$ cat src/rtl/irq_gateway_if.sv
// Wishbone classic slave bus bundle used by irq_gateway.
// The gateway takes the slave modport; the bus master (or bench) takes master.
interface irq_gateway_if;
    logic [31:0] wb_adr_i;
    logic [31:0] wb_dat_i;
    logic [31:0] wb_dat_o;
    logic [3:0]  wb_sel_i;
    logic        wb_we_i;
    logic        wb_stb_i;
    logic        wb_cyc_i;
    logic        wb_ack_o;

    modport slave (
        input  wb_adr_i, wb_dat_i, wb_sel_i, wb_we_i, wb_stb_i, wb_cyc_i,
        output wb_dat_o, wb_ack_o
    );

    modport master (
        output wb_adr_i, wb_dat_i, wb_sel_i, wb_we_i, wb_stb_i, wb_cyc_i,
        input  wb_dat_o, wb_ack_o
    );
endinterface

$ cat src/rtl/irq_gateway.sv
// Interrupt gateway in front of the PLIC: synchronizes raw interrupt lines,
// applies level/edge triggering, tracks IDLE/PENDING/CLAIMED per source and
// counts edges that arrive while a request is outstanding.
module irq_gateway #(
    parameter int          NSRC = 8,
    parameter int          IDW  = 5,
    parameter int          CNTW = 4,
    parameter logic [31:0] BASE = 32'h0C10_0000
) (
    input  logic            wb_clk_i,
    input  logic            wb_rst_i,
    irq_gateway_if.slave    wb,
    input  logic [NSRC-1:0] irq_src_i,
    output logic [NSRC-1:0] irq_req_o,
    input  logic            claim_i,
    input  logic [IDW-1:0]  claim_id_i,
    input  logic            complete_i,
    input  logic [IDW-1:0]  complete_id_i
);
    typedef enum logic [1:0] {IDLE = 2'd0, PENDING = 2'd1, CLAIMED = 2'd2} state_t;

    localparam logic [31:0]     ADR_MODE = BASE;
    localparam logic [31:0]     ADR_PEND = BASE + 32'h4;
    localparam logic [31:0]     ADR_CLMD = BASE + 32'h8;
    localparam logic [31:0]     ADR_SEL  = BASE + 32'hC;
    localparam logic [31:0]     ADR_CNT  = BASE + 32'h10;
    localparam logic [CNTW-1:0] CNT_MAX  = '1;

    // Slot 0 is reserved, so per-source storage starts at index 1.
    logic [NSRC-1:1]            s1_reg, s2_reg, s3_reg;
    logic [NSRC-1:1]            trig_reg, trig_next;
    logic [NSRC-1:1]            mode_reg;
    logic [IDW-1:0]             sel_reg;
    logic                       ack_reg;
    logic [31:0]                dat_reg, rd_data;
    logic                       access, mode_wr;
    logic [NSRC-1:0]            req_vec, claimed_vec;
    logic [NSRC-1:1][CNTW-1:0]  cnt_all;
    logic                       unused_inputs;

    assign unused_inputs = ^{wb.wb_sel_i, wb.wb_dat_i, irq_src_i[0]};

    assign access  = wb.wb_cyc_i & wb.wb_stb_i & ~ack_reg;
    assign mode_wr = access & wb.wb_we_i & (wb.wb_adr_i == ADR_MODE);

    // Edge mode fires on a rising synchronized level, level mode on the level itself.
    assign trig_next = s2_reg & (~s3_reg | ~mode_reg);

    // Two-flop synchronizer, history flop and registered trigger.
    always_ff @(posedge wb_clk_i) begin
        if (wb_rst_i) begin
            s1_reg   <= '0;
            s2_reg   <= '0;
            s3_reg   <= '0;
            trig_reg <= '0;
        end else begin
            s1_reg   <= irq_src_i[NSRC-1:1];
            s2_reg   <= s1_reg;
            s3_reg   <= s2_reg;
            trig_reg <= trig_next;
        end
    end

    assign req_vec[0]     = 1'b0;
    assign claimed_vec[0] = 1'b0;
    assign irq_req_o      = req_vec;

    for (genvar gi = 1; gi < NSRC; gi++) begin : g_src
        state_t          state_reg, state_next;
        logic [CNTW-1:0] cnt_reg, cnt_next, cnt_inc;
        logic            req_reg;
        logic            claim_hit, complete_hit, mode_clr;

        // IDs 0 and >= NSRC never match any slot, so they fall out naturally.
        assign claim_hit    = claim_i    && (claim_id_i    == IDW'(gi));
        assign complete_hit = complete_i && (complete_id_i == IDW'(gi));
        assign mode_clr     = mode_wr && (wb.wb_dat_i[gi] != mode_reg[gi]);

        // Next state and edge count; an edge coinciding with a complete nets to zero.
        always_comb begin
            state_next = state_reg;
            cnt_inc    = cnt_reg;
            if (mode_reg[gi] && trig_reg[gi] && (state_reg != IDLE) && (cnt_reg != CNT_MAX))
                cnt_inc = cnt_reg + 1'b1;
            cnt_next = cnt_inc;
            case (state_reg)
                IDLE:    if (trig_reg[gi]) state_next = PENDING;
                PENDING: if (claim_hit) state_next = CLAIMED;
                CLAIMED: begin
                    if (complete_hit) begin
                        if (mode_reg[gi] && (cnt_inc != '0)) begin
                            state_next = PENDING;
                            cnt_next   = cnt_inc - 1'b1;
                        end else begin
                            state_next = IDLE;
                        end
                    end
                end
                default: state_next = IDLE;
            endcase
            if (!mode_reg[gi] || mode_clr)
                cnt_next = '0;
        end

        // State, counter and request registers; the request tracks the new state.
        always_ff @(posedge wb_clk_i) begin
            if (wb_rst_i) begin
                state_reg <= IDLE;
                cnt_reg   <= '0;
                req_reg   <= 1'b0;
            end else begin
                state_reg <= state_next;
                cnt_reg   <= cnt_next;
                req_reg   <= (state_next == PENDING);
            end
        end

        assign req_vec[gi]     = req_reg;
        assign claimed_vec[gi] = (state_reg == CLAIMED);
        assign cnt_all[gi]     = cnt_reg;
    end

    // Register read mux; unmapped addresses read as zero.
    always_comb begin
        rd_data = '0;
        case (wb.wb_adr_i)
            ADR_MODE: rd_data = 32'({mode_reg, 1'b0});
            ADR_PEND: rd_data = 32'(req_vec);
            ADR_CLMD: rd_data = 32'(claimed_vec);
            ADR_SEL:  rd_data = 32'(sel_reg);
            ADR_CNT: begin
                for (int i = 1; i < NSRC; i++)
                    if (sel_reg == IDW'(i)) rd_data = 32'(cnt_all[i]);
            end
            default: rd_data = '0;
        endcase
    end

    // Wishbone slave: single-cycle ack, writes and read capture on the ack edge.
    always_ff @(posedge wb_clk_i) begin
        if (wb_rst_i) begin
            ack_reg  <= 1'b0;
            dat_reg  <= '0;
            mode_reg <= '0;
            sel_reg  <= '0;
        end else begin
            ack_reg <= access;
            if (access) begin
                if (wb.wb_we_i) begin
                    if (wb.wb_adr_i == ADR_MODE) mode_reg <= wb.wb_dat_i[NSRC-1:1];
                    if (wb.wb_adr_i == ADR_SEL)  sel_reg  <= wb.wb_dat_i[IDW-1:0];
                end else begin
                    dat_reg <= rd_data;
                end
            end
        end
    end

    assign wb.wb_ack_o = ack_reg;
    assign wb.wb_dat_o = dat_reg;
endmodule

$ cat src/flat_wrapper.sv
// flat-port wrapper written by rule: the top's interface ports become plain ports
module irq_gateway_flat 
#(
    parameter int          NSRC = 8,
    parameter int          IDW  = 5,
    parameter int          CNTW = 4,
    parameter logic [31:0] BASE = 32'h0C10_0000
)
  (wb_clk_i, wb_rst_i, irq_src_i, irq_req_o, claim_i, claim_id_i, complete_i, complete_id_i, wb_wb_adr_i, wb_wb_dat_i, wb_wb_sel_i, wb_wb_we_i, wb_wb_stb_i, wb_wb_cyc_i, wb_wb_dat_o, wb_wb_ack_o);
  irq_gateway_if wb_i ();
  input  logic wb_clk_i;
  input  logic wb_rst_i;
  input  logic [NSRC-1:0] irq_src_i;
  output logic [NSRC-1:0] irq_req_o;
  input  logic claim_i;
  input  logic [IDW-1:0] claim_id_i;
  input  logic complete_i;
  input  logic [IDW-1:0] complete_id_i;
  input wire logic [$bits(wb_i.wb_adr_i)-1:0] wb_wb_adr_i;
  input wire logic [$bits(wb_i.wb_dat_i)-1:0] wb_wb_dat_i;
  input wire logic [$bits(wb_i.wb_sel_i)-1:0] wb_wb_sel_i;
  input wire logic [$bits(wb_i.wb_we_i)-1:0] wb_wb_we_i;
  input wire logic [$bits(wb_i.wb_stb_i)-1:0] wb_wb_stb_i;
  input wire logic [$bits(wb_i.wb_cyc_i)-1:0] wb_wb_cyc_i;
  output wire logic [$bits(wb_i.wb_dat_o)-1:0] wb_wb_dat_o;
  output wire logic [$bits(wb_i.wb_ack_o)-1:0] wb_wb_ack_o;
  assign wb_i.wb_adr_i = wb_wb_adr_i;
  assign wb_i.wb_dat_i = wb_wb_dat_i;
  assign wb_i.wb_sel_i = wb_wb_sel_i;
  assign wb_i.wb_we_i = wb_wb_we_i;
  assign wb_i.wb_stb_i = wb_wb_stb_i;
  assign wb_i.wb_cyc_i = wb_wb_cyc_i;
  assign wb_wb_dat_o = wb_i.wb_dat_o;
  assign wb_wb_ack_o = wb_i.wb_ack_o;
  irq_gateway #(.NSRC(NSRC), .IDW(IDW), .CNTW(CNTW), .BASE(BASE)) u_core (.wb_clk_i(wb_clk_i), .wb_rst_i(wb_rst_i), .wb(wb_i), .irq_src_i(irq_src_i), .irq_req_o(irq_req_o), .claim_i(claim_i), .claim_id_i(claim_id_i), .complete_i(complete_i), .complete_id_i(complete_id_i));
endmodule
$ cat config.mk
export PLATFORM = sky130hd
export DESIGN_NAME = irq_gateway_flat
export DESIGN_NICKNAME = d
export VERILOG_FILES = /design/src/rtl/irq_gateway_if.sv /design/src/rtl/irq_gateway.sv /design/src/flat_wrapper.sv
export SDC_FILE = /design/constraint.sdc
export NUM_CORES = 1
export LEC_CHECK = 0
export ABC_CLOCK_PERIOD_IN_PS = 7400
export CORE_ASPECT_RATIO = 1.4
export CORE_UTILIZATION = 40
export CTS_CLUSTER_DIAMETER = 50
export DETAILED_ROUTE_END_ITERATION = 8
export PLACE_DENSITY = 0.66
export SYNTH_ARGS = -nofsm -noshare
export SYNTH_HDL_FRONTEND = slang
export SYNTH_SLANG_ARGS = --single-unit
$ cat constraint.sdc
create_clock -name wb_clk_i -period 7.4 [get_ports wb_clk_i]
set_input_delay 0.74 -clock wb_clk_i [delete_from_list [all_inputs] [get_ports wb_clk_i]]
set_output_delay 0.74 -clock wb_clk_i [all_outputs]
set_load 0.02 [all_outputs]
==> results by stage, run 1 <==
Run status:
- The flow ran to the end, and the final reports show no timing, DRC or antenna violations.

Timing:
- Headroom to the max-slew limit came out at 0.346.
- Setup slack closes at ~4.3 ns.
- After layout, the minimum clock period comes to between 3 and 4 ns.
- For the pin with the worst max-slew slack, the measured transition is between 0.9 and 1 ns.
- The final setup violation count is 0.
- The post-route fraction of the period consumed by the critical path is 0.424.
- The hold slack is around 0.41 ns.
- The number of hold-slack violations in the final timing report is 0.
- The count of final max-slew check failures is 0.
- In the final timing run, aggregate negative setup slack is 0 ns.
- Between clock sinks in the finished design, the worst skew comes to about 0.0044 ns.
- The achievable clock frequency is ~320 MHz.
- Setup repair after global routing left no endpoint under its margin.

Cells and area:
- Measured on the finished design, the core utilization comes to 0.490.
- The synthesis-to-layout area growth is 19.9%.
- The library cell used most frequently in the layout, excluding fill and tap cells, is sky130_fd_sc_hd__dfxtp_1.
- Fill cells in the final layout number between 1000 and 1500.
- The share of final-layout standard cells stronger than drive strength 1 is 0.0770.
- The final layout contains about 820 nets.
- The multi-input combinational cells in the finished layout cover a total of ~3400 um^2.
- The register with the most flip-flops in the layout has 28 of them.
- In the layout the commonest cells are sky130_fd_sc_hd__dfxtp_1, sky130_fd_sc_hd__clkdlybuf4s50_1, sky130_fd_sc_hd__nor2_1, sky130_fd_sc_hd__nand2_1, sky130_fd_sc_hd__nor2b_1.
- The finished layout holds 899 standard cells, fillers aside.
- The number of antenna diodes in the final layout is 0.
- The storage element area is 1960 um^2.
- The summed area of non-filler cells in the final layout is approximately 6800 um^2.

Clocking:
- After clock tree synthesis, the clock-pin slew on the worst setup and hold paths is around 0.07 ns.
- For this design, the CTS-stage hold fixing added 0 buffers.
- The clock sink count is between 90 and 100.
- The H-tree was split into 3 levels.
- The number of setup buffers added after CTS is 0.
- Buffers inserted during clock tree synthesis total 9.
- The root buffer cell is sky130_fd_sc_hd__clkbuf_16.
- The post-cts resize count is 0.
- The maximum buffer depth of the clock tree is 2.
- TritonCTS built the clock tree.
- The latest clock arrival within the worst-skew pair is 0.34 ns.

Yosys:
- For this run, the number of Yosys warnings is 0.
- The synthesized design contains 98 register bits.
- The netlist uses 72 different library cells.
- The cell count after synthesis came out at between 600 and 700.
- The cell accounting for the most synthesized area is sky130_fd_sc_hd__dfxtp_1.
- The fraction of post-synthesis cell area in the top cell type by area is 0.345.
- The number of enable-type register cells in the synthesized netlist is 0.
- Each instance of the synthesized netlist takes up on average 8.86 um^2.
- The most used flip-flop cell after synthesis is sky130_fd_sc_hd__dfxtp_1.
- The cell area after synthesis is 5690 um^2.
- Of the synthesized area, sequential elements account for 0.345.
- For this run, asynchronously set or reset flops after synthesis account for 0.
- After synthesis, the cell types taking the most area are sky130_fd_sc_hd__dfxtp_1, sky130_fd_sc_hd__mux2i_1, sky130_fd_sc_hd__nor2b_1, sky130_fd_sc_hd__buf_4, sky130_fd_sc_hd__nor2_1.

Power and ir drop:
- Summed over all nets, the switching power comes to about 250 uW.
- The internal power is around 900 uW.
- The switching part of the total is 0.225.
- The reported leakage power is about 2.6 nW.
- Of the total power, registers draw 0.478.
- In this run the power density over the cells is 166 nW/um^2.
- The power consumption is 1.13 mW.
- Of the total power, combinational logic draws 0.077.
- Of the total power, the clock network draws 0.445.
- Across the VDD grid, the largest voltage drop is roughly 0.10 mV.

Floorplan:
- The y dimension of the die is about 140 um.
- The floorplan step defined a die boundary enclosing roughly 15000 um^2.
- The initial utilization of the core area, before any placement, comes to 0.409.
- Pin placement for this block handled 134 I/O pins.
- In this run the horizontal extent of the chip is around 100 um.
- The placement row count is between 50 and 60.
- The floorplan step defined a core boundary enclosing approximately 14000 um^2.

Critical path:
- In this design, the stage delay of the slowest critical-path cell is just under 0.8 ns.
- STA classifies the critical path endpoint as a flop.
- STA classifies the critical path startpoint as an input port.
- Of all nets on the critical path, the largest fanout is 14.
- The critical-path cell with the highest stage delay is sky130_fd_sc_hd__clkdlybuf4s50_1.
- Walking the worst path, the cells encountered are clkdlybuf4s50_1, nor2_1, nand3_1, or4_1, o211ai_1, a211oi_1.
- For the worst setup path, the data required time is 7.61 ns.
- The worst endpoint data arrival time is approximately 3.4 ns.
- The type of the worst setup path is input port to flop.

Place:
- Routability-driven placement finished with a final weighted congestion of approximately 0.86.
- The port buffer count is between 70 and 80.
- The area after detailed placement is 6500 um^2.
- Once detailed placement completed, the half-perimeter wirelength came to around 11 mm.
- At the placement stage, the worst setup path has a slack of slightly below 4 ns.
- Counting tap cells, the placed design contains a total of about 900 instances.

Global route:
- The via count of the first global-routing pass is about 5000.
- The number of antenna violations at the first check in global routing is 0.
- Global routing finished with a remaining overflow of 0.
- Entering global routing, the biggest net connects roughly 60 pins.
- The wire length of the first global-routing pass is 23.6 mm.
- In the global route stage, overall resource usage came out at 0.209.

Routing:
- In the final routed layout, each cell accounts on average for ~17 um.
- The wire length after detailed routing is 14.9 mm.
- Detailed routing inserted a total of just over 5000 vias.
- The length of the first detailed-routing pass in iterations is 5.
- The count of nets left with antenna violations once routing finished came out at 0.
- The remaining routing DRC violations is 0.
- Using the TritonRoute via totals, the vias-per-cell ratio works out to between 5 and 6.
- The initial detailed-routing violation count is 294.

Hold path:
- The worst hold-check path type is flop to flop.

Flow run:
- The tool flagged a number of max-cap violations equal to 0.
## power groups by stage
| stage | Sequential (mW) | Clock, mW | Combinational, mW |
|---|---|---|---|
| after global placement | 0.552 | 0 | 0.0856 |
| after CTS | 0.540 | 0.511 | 0.0869 |
| final | 0.541 | 0.503 | 0.0868 |
| after detailed placement | 0.553 | 0 | 0.0866 |
| after global routing | 0.541 | 0.533 | 0.0935 |
| after floorplan | 0.551 | 0 | 0.0491 |
## routing by layer
layer / part of all wire / vias to the layer above / track usage / wire length [um]
li1: - / 2442 / - / -
met1: 0.40 / 2428 / 0.230 / 5900
met2: 0.52 / 132 / 0.371 / 7800
met3: 0.034 / 38 / 0.0348 / 501
met4: 0.045 / 0 / 0.121 / 668
met5: 0 / - / 0 / 0
## cells by family after synthesis
logic type	Yosys count	synth area share
simple gates	253	0.254
fa+ha+maj	14	0.0308
xor+xnor	13	0.0200
flops	98	0.345
buf+inv	64	0.0653
other cells	1	0.000659
compound gates	156	0.198
mux	43	0.0862
## layout make-up
| type | count | area share |
|---|---|---|
| tap | 185 | 0.0339 |
| clock inverter | 6 | 0.0130 |
| timing repair buffer | 83 | 0.120 |
| clock buffer | 10 | 0.0336 |
| sequential | 98 | 0.288 |
| inverter | 13 | 0.00715 |
| multi-input combinational | 504 | 0.505 |
## worst max-delay path: cells and delay by family
kind	cells	cell delay, ns
buffers and inverters	1	0.79
AO/OA/AOI/OAI	2	0.61
AND/OR/NAND/NOR	3	1.20
## synth_stat cells (all sizes together), types with 4 or more instances
library cell  number
dfxtp             98
nor2              57
nand2             44
nor2b             40
buf               39
a21oi             37
mux2i             31
o21ai             17
nand3             15
ha                14
inv               13
a21o              12
clkbuf            12
nand2b            12
o211ai            12
nand4             11
a21boi            10
a211oi             9
and2               8
mux2               8
nand4b             8
nor4               8
nor3               7
o211a              7
xor2               7
a211o              6
and4               6
o21a               6
or2                6
xnor2              6
a22oi              5
and3               5
nor4bb             5
mux4               4
nor4b              4
o2111ai            4
## final timing paths
check                                   from                         end  slack [ns]  cells after the start
setup / recovery              wb_wb_adr_i[2]  u_core.g_src[5].cnt_reg[1]        4.26                      6
hold / removal              u_core.s3_reg[7]          u_core.trig_reg[7]        0.41                      1
setup reg to reg  u_core.g_src[6].cnt_reg[0]  u_core.g_src[6].cnt_reg[1]        4.56                     10
hold reg to reg             u_core.s3_reg[7]          u_core.trig_reg[7]        0.41                      1
(Power assumes the default switching activity.)
==> run 2, diff against run 1 <==
- ABC_CLOCK_PERIOD_IN_PS: 7400 -> 2600
- PLACE_DENSITY: 0.66 -> 0.69
- clock period: 7.4 -> 2.6 ns (I/O delays scaled with it)
==> run 2 against run 1 <==
Highest routed layer unchanged. Sequential cell count unchanged. First-iteration DRC count shrank 16%. Routed wire length rose by 4.8%. Via count increased by 2.5%. Cell area is 2.0% higher. Clock power increased by 140%. Setup slack got worse by 4.2 ns. Non-clock buffer count grew 21. Critical path depth rose by 4. Global-route usage grew 0.55 points. Clock skew up 0.00070 ns.
==> results by stage, run 2 (synthesis results as in run 1) <==
Power and ir drop:
- The reported leakage power is 2.69 nW (+3.3%).
- The power consumption is 3.02 mW (+170%).
- The cell area power density is 434 nW/um^2 (+160%).
- The worst supply voltage drop on vdd was 0.280 mV (+170%).

Global route:
- The number of antenna violations at the first check in global routing was 0 (unchanged).
- The wire length of the first global-routing pass is 23.9 mm (+1.1%).
- The total routing resource utilization after global routing came to 0.214 (+0.00554).
- The aggregate global routing overflow is 0 (unchanged).
- The pin count of the biggest net entering global routing is 43 (-30%).
- The via count of the first global-routing pass is 4890 (-0.43%).

Place:
- The area after detailed placement is 6660 um^2 (+2.4%).
- The number of placed instances with taps included is 904 (+2.4%).
- The last weighted congestion value of the routability-driven placer is 0.964 (+12%).
- The worst slack at placement was 0.0245 ns (-3.88 ns).
- The port buffer count is 79 (unchanged).
- The post-DP HPWL is 12.0 mm (+5.3%).

Clocking:
- The latest clock arrival within the worst-skew pair was 0.35 ns (about the same).
- The level count of the clock H-tree is 3 (unchanged).
- The clock transition at the registers of the reported paths was 0.06 ns (about the same).
- TritonCTS built the clock tree.
- The number of buffers inserted by hold repair at cts was 0 (unchanged).
- The TritonCTS buffer count came to 9 (unchanged).
- The clock sink count is 98 (unchanged).
- The root buffer cell is sky130_fd_sc_hd__clkbuf_16.
- The maximum buffer depth of the clock tree came to 2 (unchanged).

Critical path:
- The worst-case register-to-register setup slack is 0.02 ns (-4.54 ns).
- The maximum fanout encountered on the critical timing path is 7 (-7).
- STA classifies the critical path startpoint as a flop.
- The critical path is of the flop to flop type.
- The worst endpoint data arrival time was 2.79 ns (-0.56 ns).
- The worst reg2reg path startpoint is u_core.g_src[2].cnt_reg[1].
- The worst reg2reg path depth is 10 (unchanged).
- The critical path endpoint category is a flop.
- The delay contributed by the slowest stage of the critical path was 0.45 ns (-0.34 ns).
- The critical path data required time was 2.82 ns (-4.79 ns).
- The sum of buffers and inverters on the critical path is 0 (-1).
- Walking the worst path, the cells encountered are ha_2, nand3_1, and2_1, xnor2_1, ha_1, nand2b_1, a2111oi_1, nor3_2, nor2_1, nor2_1.
- In this design, the critical path's most frequently occurring cell is sky130_fd_sc_hd__nor2_1.
- The destination of the worst register-to-register timing path is u_core.g_src[2].req_reg.
- The family of cells with the greatest summed delay on the critical path is simple AND/OR/NAND/NOR gates.
- On the critical path, the stage with the largest delay is an instance of sky130_fd_sc_hd__a2111oi_1.

Timing:
- The post-route fraction of the period consumed by the critical path is 0.991.
- The transition time at the pin with the least slew margin is 0.780 ns (-0.193 ns).
- The achievable clock frequency is 388 MHz.
- The post-route minimum period is around 2.6 ns.
- The worst-case setup margin in the final layout is 0.0241 ns (-4.23 ns).
- The worst slew slack as a fraction of its limit is 0.473 (+0.127).
- The hold slack is 0.412 ns (+0.000407 ns).
- The clock skew after layout is 0.00514 ns (+0.000697 ns).
- The final setup violation count is 0 (unchanged).
- The number of hold-slack violations in the final timing report is 0 (unchanged).
- The total negative slack is 0 ns (unchanged).
- The count of final max-slew check failures is 0 (unchanged).

Routing:
- The length of the first detailed-routing pass in iterations came to 5 (unchanged).
- The ratio of routed vias to standard cells is 5.61 (+0.14%).
- The wire length after detailed routing is 15.6 mm (+4.8%).
- The remaining routing DRC violations came to 0 (unchanged).
- The initial detailed-routing violation count is 247 (-16%).
- The total via count in the routed design is 5165 (+2.5%).
- The remaining antenna violation count after routing is 0 (unchanged).
- The final routed wire length divided by cell count was 16.9 um (+2.4%).

Floorplan:
- The y dimension of the die was 143 um (unchanged).
- The floorplan die area is 14700 um^2 (unchanged).
- The top-level I/O count is 134 (unchanged).
- The area of the core is 13900 um^2 (unchanged).
- The die outline width is 103 um (unchanged).
- The starting density of the core was 0.409 (unchanged).
- The placement row count is 51 (unchanged).

Cells and area:
- The number of diodes is 0 (unchanged).
- The post-route non-filler standard cell count is 920 (+2.3%).
- In the layout the commonest cells are sky130_fd_sc_hd__dfxtp_1, sky130_fd_sc_hd__clkdlybuf4s50_1, sky130_fd_sc_hd__nor2_1, sky130_fd_sc_hd__nand2_1, sky130_fd_sc_hd__nor2b_1.
- The final net count is 837 (+2.6%).
- The final standard cell utilization of the core was 0.500 (+0.00971).
- Relative to the synthesized area, the layout overhead comes to 22.3%.
- The share of final-layout standard cells stronger than drive strength 1 is 0.116 (+0.0386).
- The number of flip-flops under the largest register name came to 28 (unchanged).
- Leaving out fill and tap cells, the most frequent cell in the layout is sky130_fd_sc_hd__dfxtp_1.
- The summed area of non-filler cells in the final layout is 6960 um^2 (+2.0%).

Flow run:
- The max-capacitance violation count came to 0 (unchanged).

Hold path:
- The number of stages on the worst hold path is 1 (unchanged).
- For hold timing, the worst endpoint is u_core.trig_reg[4].
- In this run the most critical hold path is launched from u_core.s3_reg[4].
- The worst hold-check path type is flop to flop.

Run status:
- The run finished with clean final reports.
[run 2: cell count changes in the layout (fill, tap and decap cells not counted), sizes merged]
| cell | previous run | this run |
|---|---|---|
| clkinv | 1 | 3 |
| inv | 14 | 15 |
| bufinv | 2 | 0 |
| clkinvlp | 2 | 1 |
| buf | 5 | 26 |
[run 2: layout make-up]
class,instances,area (um^2)
inverter,13,48.8
tap,185,231
clock inverter,6,40.0
sequential,98,1970
timing repair buffer,104,973
fill,1380,6950
multi-input combinational,504,3470
clock buffer,10,229
[run 2: where the power goes]
part / internal (mW) / switching, mW / leakage (nW)
sequential: 1.52 / 0.0142 / 0.797
clock: 0.650 / 0.578 / 0.133
combinational: 0.128 / 0.126 / 1.76
total: 2.30 / 0.719 / 2.69
[run 2: worst max path at each step]
stage / depth (start not counted) / from / end / slack [ns]
finish: 10 / u_core.g_src[2].cnt_reg[1] / u_core.g_src[2].req_reg / 0.02
global route: 10 / u_core.g_src[2].cnt_reg[1] / u_core.g_src[2].state_reg[0] / -0.09
CTS: 10 / u_core.g_src[2].cnt_reg[1] / u_core.g_src[2].cnt_reg[1] / 0.03
detailed placement: 10 / u_core.g_src[2].cnt_reg[1] / u_core.g_src[2].cnt_reg[0] / 0.02
global placement: 7 / wb_wb_adr_i[13] / u_core.g_src[5].cnt_reg[1] / 0.12
floorplan: 10 / u_core.g_src[6].cnt_reg[0] / u_core.g_src[6].cnt_reg[1] / 0.20
[run 2: timing repair]
action                     4_1_cts  5_1_grt
gates resized for setup          0       10
setup endpoints to repair        0       11
buffers inserted                 0        0
[run 2: layer usage]
layer	vias to the layer above	wire, um	track usage	part of all wire
li1	2493	-	-	-
met1	2498	6040	0.229	0.39
met2	134	8370	0.395	0.54
met3	40	466	0.0357	0.030
met4	0	696	0.110	0.045
met5	-	0	0	0
==> run 3, diff against run 2 <==
- ABC_AREA: unset -> 1
- CAP_MARGIN: unset -> 20
- PLACE_DENSITY: 0.69 -> 0.75
==> run 3 against run 2 <==
Final cell count up 27%. Power up 6.8%. Worst hold slack worse by 0.012 ns. Sequential power about the same. Synthesized area up 4.3%. Routed wire length down 8.8%. Combinational power up 2%. Sequential cell count unchanged. Clock skew up 0.0018 ns. Cell area up 2.4%. Highest routed layer unchanged.
==> results by stage, run 3 <==
Global route:
- The pin count of the biggest net entering global routing came to 54 (+26%).
- The fraction of met3 tracks used by global routing is 0.0424 (+0.00668).
- The met2 track demand over resource is 0.344 (-0.0511).
- The number of antenna violations at the first check in global routing is 0 (unchanged).
- The wire length of the first global-routing pass is 23.6 mm (-1.2%).
- The via count of the first global-routing pass is 5304 (+8.5%).
- The total routing resource utilization after global routing is 0.190 (-0.0239).
- The layer flagged by global routing as most heavily used is met2.
- The routing usage on met1 is 0.212 (-0.0168).
- The aggregate global routing overflow is 0 (unchanged).

Timing:
- The transition time at the pin with the least slew margin is 0.571 ns (-0.210 ns).
- The post-route fraction of the period consumed by the critical path is 0.910 (-0.0803).
- Setup repair after global routing left no endpoint under its margin.
- The final setup violation count is 0 (unchanged).
- The worst slew slack as a fraction of its limit is 0.619 (+0.147).
- The total negative slack is 0 ns (unchanged).
- The post-route minimum period is 2.37 ns (-0.209 ns).
- The count of final max-slew check failures is 0 (unchanged).
- The clock skew after layout is 0.00693 ns (+0.00179 ns).
- The achievable clock frequency is 422 MHz (+8.8%).
- The number of hold-slack violations in the final timing report is 0 (unchanged).

Clocking:
- The clock transition at the registers of the reported paths is 0.07 ns (about the same).
- The post-cts resize count is 0 (unchanged).
- The number of buffers inserted by hold repair at cts was 0 (unchanged).
- The clock tree from TritonCTS is yes.
- The number of setup buffers added after CTS came to 0 (unchanged).
- The clock sink count is 98 (unchanged).
- The TritonCTS buffer count is 9 (unchanged).
- The maximum buffer depth of the clock tree is 2 (unchanged).
- The root buffer cell is sky130_fd_sc_hd__clkbuf_16.
- The latest clock arrival within the worst-skew pair is 0.35 ns (about the same).
- The level count of the clock H-tree is 3 (unchanged).

Yosys:
- sky130_fd_sc_hd__dfxtp_1 takes more of the synthesized area than any other cell.
- The synthesis warning total is 0 (unchanged).
- The async set-or-reset flop fraction in the synthesized netlist was 0 (unchanged).
- The cell area after synthesis is 5940 um^2 (+4.3%).
- The synthesized instance count is 899 (+40%).
- By count the netlist is led by sky130_fd_sc_hd__nand2_1, sky130_fd_sc_hd__nor2_1, sky130_fd_sc_hd__inv_1.
- The fraction of post-synthesis cell area in the top cell type by area came to 0.331 (-0.0143).
- The number of distinct library cells after synthesis is 44 (-39%).
- The synthesized flop and latch total came to 98 (unchanged).
- The most used flip-flop cell after synthesis is sky130_fd_sc_hd__dfxtp_1.
- The sequential element share of the synthesized area is 0.331 (-0.0143).
- The number of enable-type register cells in the synthesized netlist was 0 (unchanged).
- After synthesis, the cell types taking the most area are sky130_fd_sc_hd__dfxtp_1, sky130_fd_sc_hd__nand2_1, sky130_fd_sc_hd__nor2_1, sky130_fd_sc_hd__inv_1, sky130_fd_sc_hd__nand3_1.
- The mean area per synthesized cell is 6.60 um^2 (-25%).
- Among all cell types in the netlist, the one instantiated most often is sky130_fd_sc_hd__nand2_1.

Critical path:
- The critical path data required time is 2.86 ns (+0.04 ns).
- The worst-case register-to-register setup slack is 0.23 ns (+0.21 ns).
- STA classifies the critical path endpoint as a flop.
- The maximum fanout encountered on the critical timing path is 6 (-1).
- The worst endpoint data arrival time is 2.63 ns (-0.16 ns).
- The critical path is of the flop to flop type.
- The worst setup path is launched from a flop.

Cells and area:
- The post-route non-filler standard cell count is 1170 (+27%).
- The library cells used most frequently in the layout, excluding fill and tap cells, are sky130_fd_sc_hd__nand2_1, sky130_fd_sc_hd__nor2_1, sky130_fd_sc_hd__inv_1, sky130_fd_sc_hd__dfxtp_1, sky130_fd_sc_hd__clkdlybuf4s50_1.
- The number of flip-flops under the largest register name came to 28 (unchanged).
- The number of diodes is 0 (unchanged).
- The final net count is 1083 (+29%).
- Relative to the synthesized area, the layout overhead comes to 20.0%.
- The number of fill cells is 1467 (+6.3%).
- The library cell used most frequently in the layout, excluding fill and tap cells, is sky130_fd_sc_hd__nand2_1.
- The share of final-layout standard cells stronger than drive strength 1 is 0.0785 (-0.0372).
- The final standard cell utilization of the core came to 0.493 (-0.00711).

Routing:
- The remaining antenna violation count after routing is 0 (unchanged).
- The total via count in the routed design is 5779 (+12%).
- The remaining routing DRC violations is 0 (unchanged).
- The ratio of routed vias to standard cells was 4.94 (-12%).
- The initial detailed-routing violation count is 326 (+32%).
- The wire length after detailed routing was 14.2 mm (-8.8%).
- The final routed wire length divided by cell count is 12.1 um (-28%).
- The length of the first detailed-routing pass in iterations came to 4 (-1).

Power and ir drop:
- The cell area power density is 453 nW/um^2 (+4.3%).
- The worst supply voltage drop on vdd is 0.284 mV (+1.6%).
- The switching part of the total is 0.222 (-0.0162).
- The switching component of the power was 715 uW (-0.50%).
- The part of the power in combinational logic is 0.080 (-0.004).
- The internal power was 2.51 mW (+9.1%).
- The reported leakage power is 2.99 nW (+11%).
- The power consumption was 3.23 mW (+6.8%).
- The clock group share of total power came to 0.444 (+0.037).
- The relative contribution of sequential cells to total power came to 0.476 (-0.033).

Floorplan:
- The die outline width is 105 um (+2.1%).
- The starting density of the core is 0.411 (+0.00197).
- The floorplan die area is 15300 um^2 (+4.3%).
- The area of the core came to 14400 um^2 (+3.8%).
- The top-level I/O count came to 134 (unchanged).
- The y dimension of the die came to 146 um (+2.1%).
- The placement row count is 52 (+2.0%).

Place:
- The post-DP HPWL was 11.3 mm (-5.8%).
- The number of placed instances with taps included is 1154 (+28%).
- The port buffer count came to 79 (unchanged).
- The last weighted congestion value of the routability-driven placer was 0.890 (-7.7%).

Hold path:
- The worst hold-check path type is flop to flop.

Run status:
- The flow ran to the end, and the final reports show no timing, DRC or antenna violations.

Flow run:
- The max-capacitance violation count is 0 (unchanged).
## run 3: changes by cell type after synthesis, sizes merged, moves of 16 or more
cell	delta
nand2	+138
inv	+116
nor2	+95
nand3	+59
nor2b	-40
mux2i	-31
nand4	+25
a21oi	+18
nor3	+16
## run 3: worst paths after layout
| check | startpoint | end | depth (start not counted) |
|---|---|---|---|
| min | u_core.s1_reg[4] | u_core.s2_reg[4] | 2 |
| min reg2reg | u_core.s1_reg[4] | u_core.s2_reg[4] | 2 |
| max reg2reg | u_core.g_src[5].cnt_reg[1] | u_core.g_src[5].cnt_reg[2] | 17 |
| max | u_core.g_src[5].cnt_reg[1] | u_core.g_src[5].cnt_reg[2] | 17 |
## run 3: through the flow
step | setup WS, ns | hold WS, ns | cell area (um^2)
after floorplan | 0.530 | 0.367 | 6030
after global placement | 0.291 | 0.391 | 6800
after detailed placement | 0.243 | 0.393 | 6800
after CTS | 0.214 | 0.402 | 7120
after global routing | 0.0238 | 0.420 | 7120
final | 0.233 | 0.400 | 7120
## run 3: final cells by class
cell class                 count  area (um^2)  area share
clock inverter                 5         77.6      0.0109
inverter                     135          508      0.0713
clock buffer                  11          243      0.0341
sequential                    98         1960       0.276
tap                          189          236      0.0332
timing repair buffer          84          823       0.116
multi-input combinational    648         3270       0.459
## run 3: critical path: stages (launching register included)
cell and delay (ns):
sky130_fd_sc_hd__dfxtp_1 0.41, sky130_fd_sc_hd__ha_1 0.21, sky130_fd_sc_hd__nand2_1 0.06, sky130_fd_sc_hd__inv_1 0.05, sky130_fd_sc_hd__nand2_1 0.05, sky130_fd_sc_hd__nand2_1 0.13
sky130_fd_sc_hd__inv_2 0.08, sky130_fd_sc_hd__or2_2 0.29, sky130_fd_sc_hd__nand2_1 0.12, sky130_fd_sc_hd__ha_1 0.21, sky130_fd_sc_hd__inv_1 0.06, sky130_fd_sc_hd__nor2_2 0.09
sky130_fd_sc_hd__nand2_1 0.06, sky130_fd_sc_hd__nand2_2 0.11, sky130_fd_sc_hd__inv_2 0.08, sky130_fd_sc_hd__nand2_1 0.06, sky130_fd_sc_hd__nor2_1 0.04, sky130_fd_sc_hd__nor3_1 0.19
## run 3: kinds of logic after synthesis
group / synth area share
compound gates: 0.106
simple gates: 0.377
buf+inv: 0.134
fa+ha+maj: 0.0295
flops: 0.331
other cells: 0.000632
xor+xnor: 0.0221
## run 3: per-layer routing
layer  up-vias  wire (um)
li1       3007          -
met1      2596       6130
met2       144       6920
met3        32        713
met4         0        443
met5         -          0
## run 3: power groups by stage
stage | Sequential (mW) | Combinational, mW | Clock (mW)
2_1_floorplan | 1.57 | 0.153 | 0
3_3_place_gp | 1.57 | 0.255 | 0
3_5_place_dp | 1.57 | 0.258 | 0
4_1_cts | 1.54 | 0.258 | 1.45
5_1_grt | 1.54 | 0.283 | 1.52
6_report | 1.54 | 0.258 | 1.43
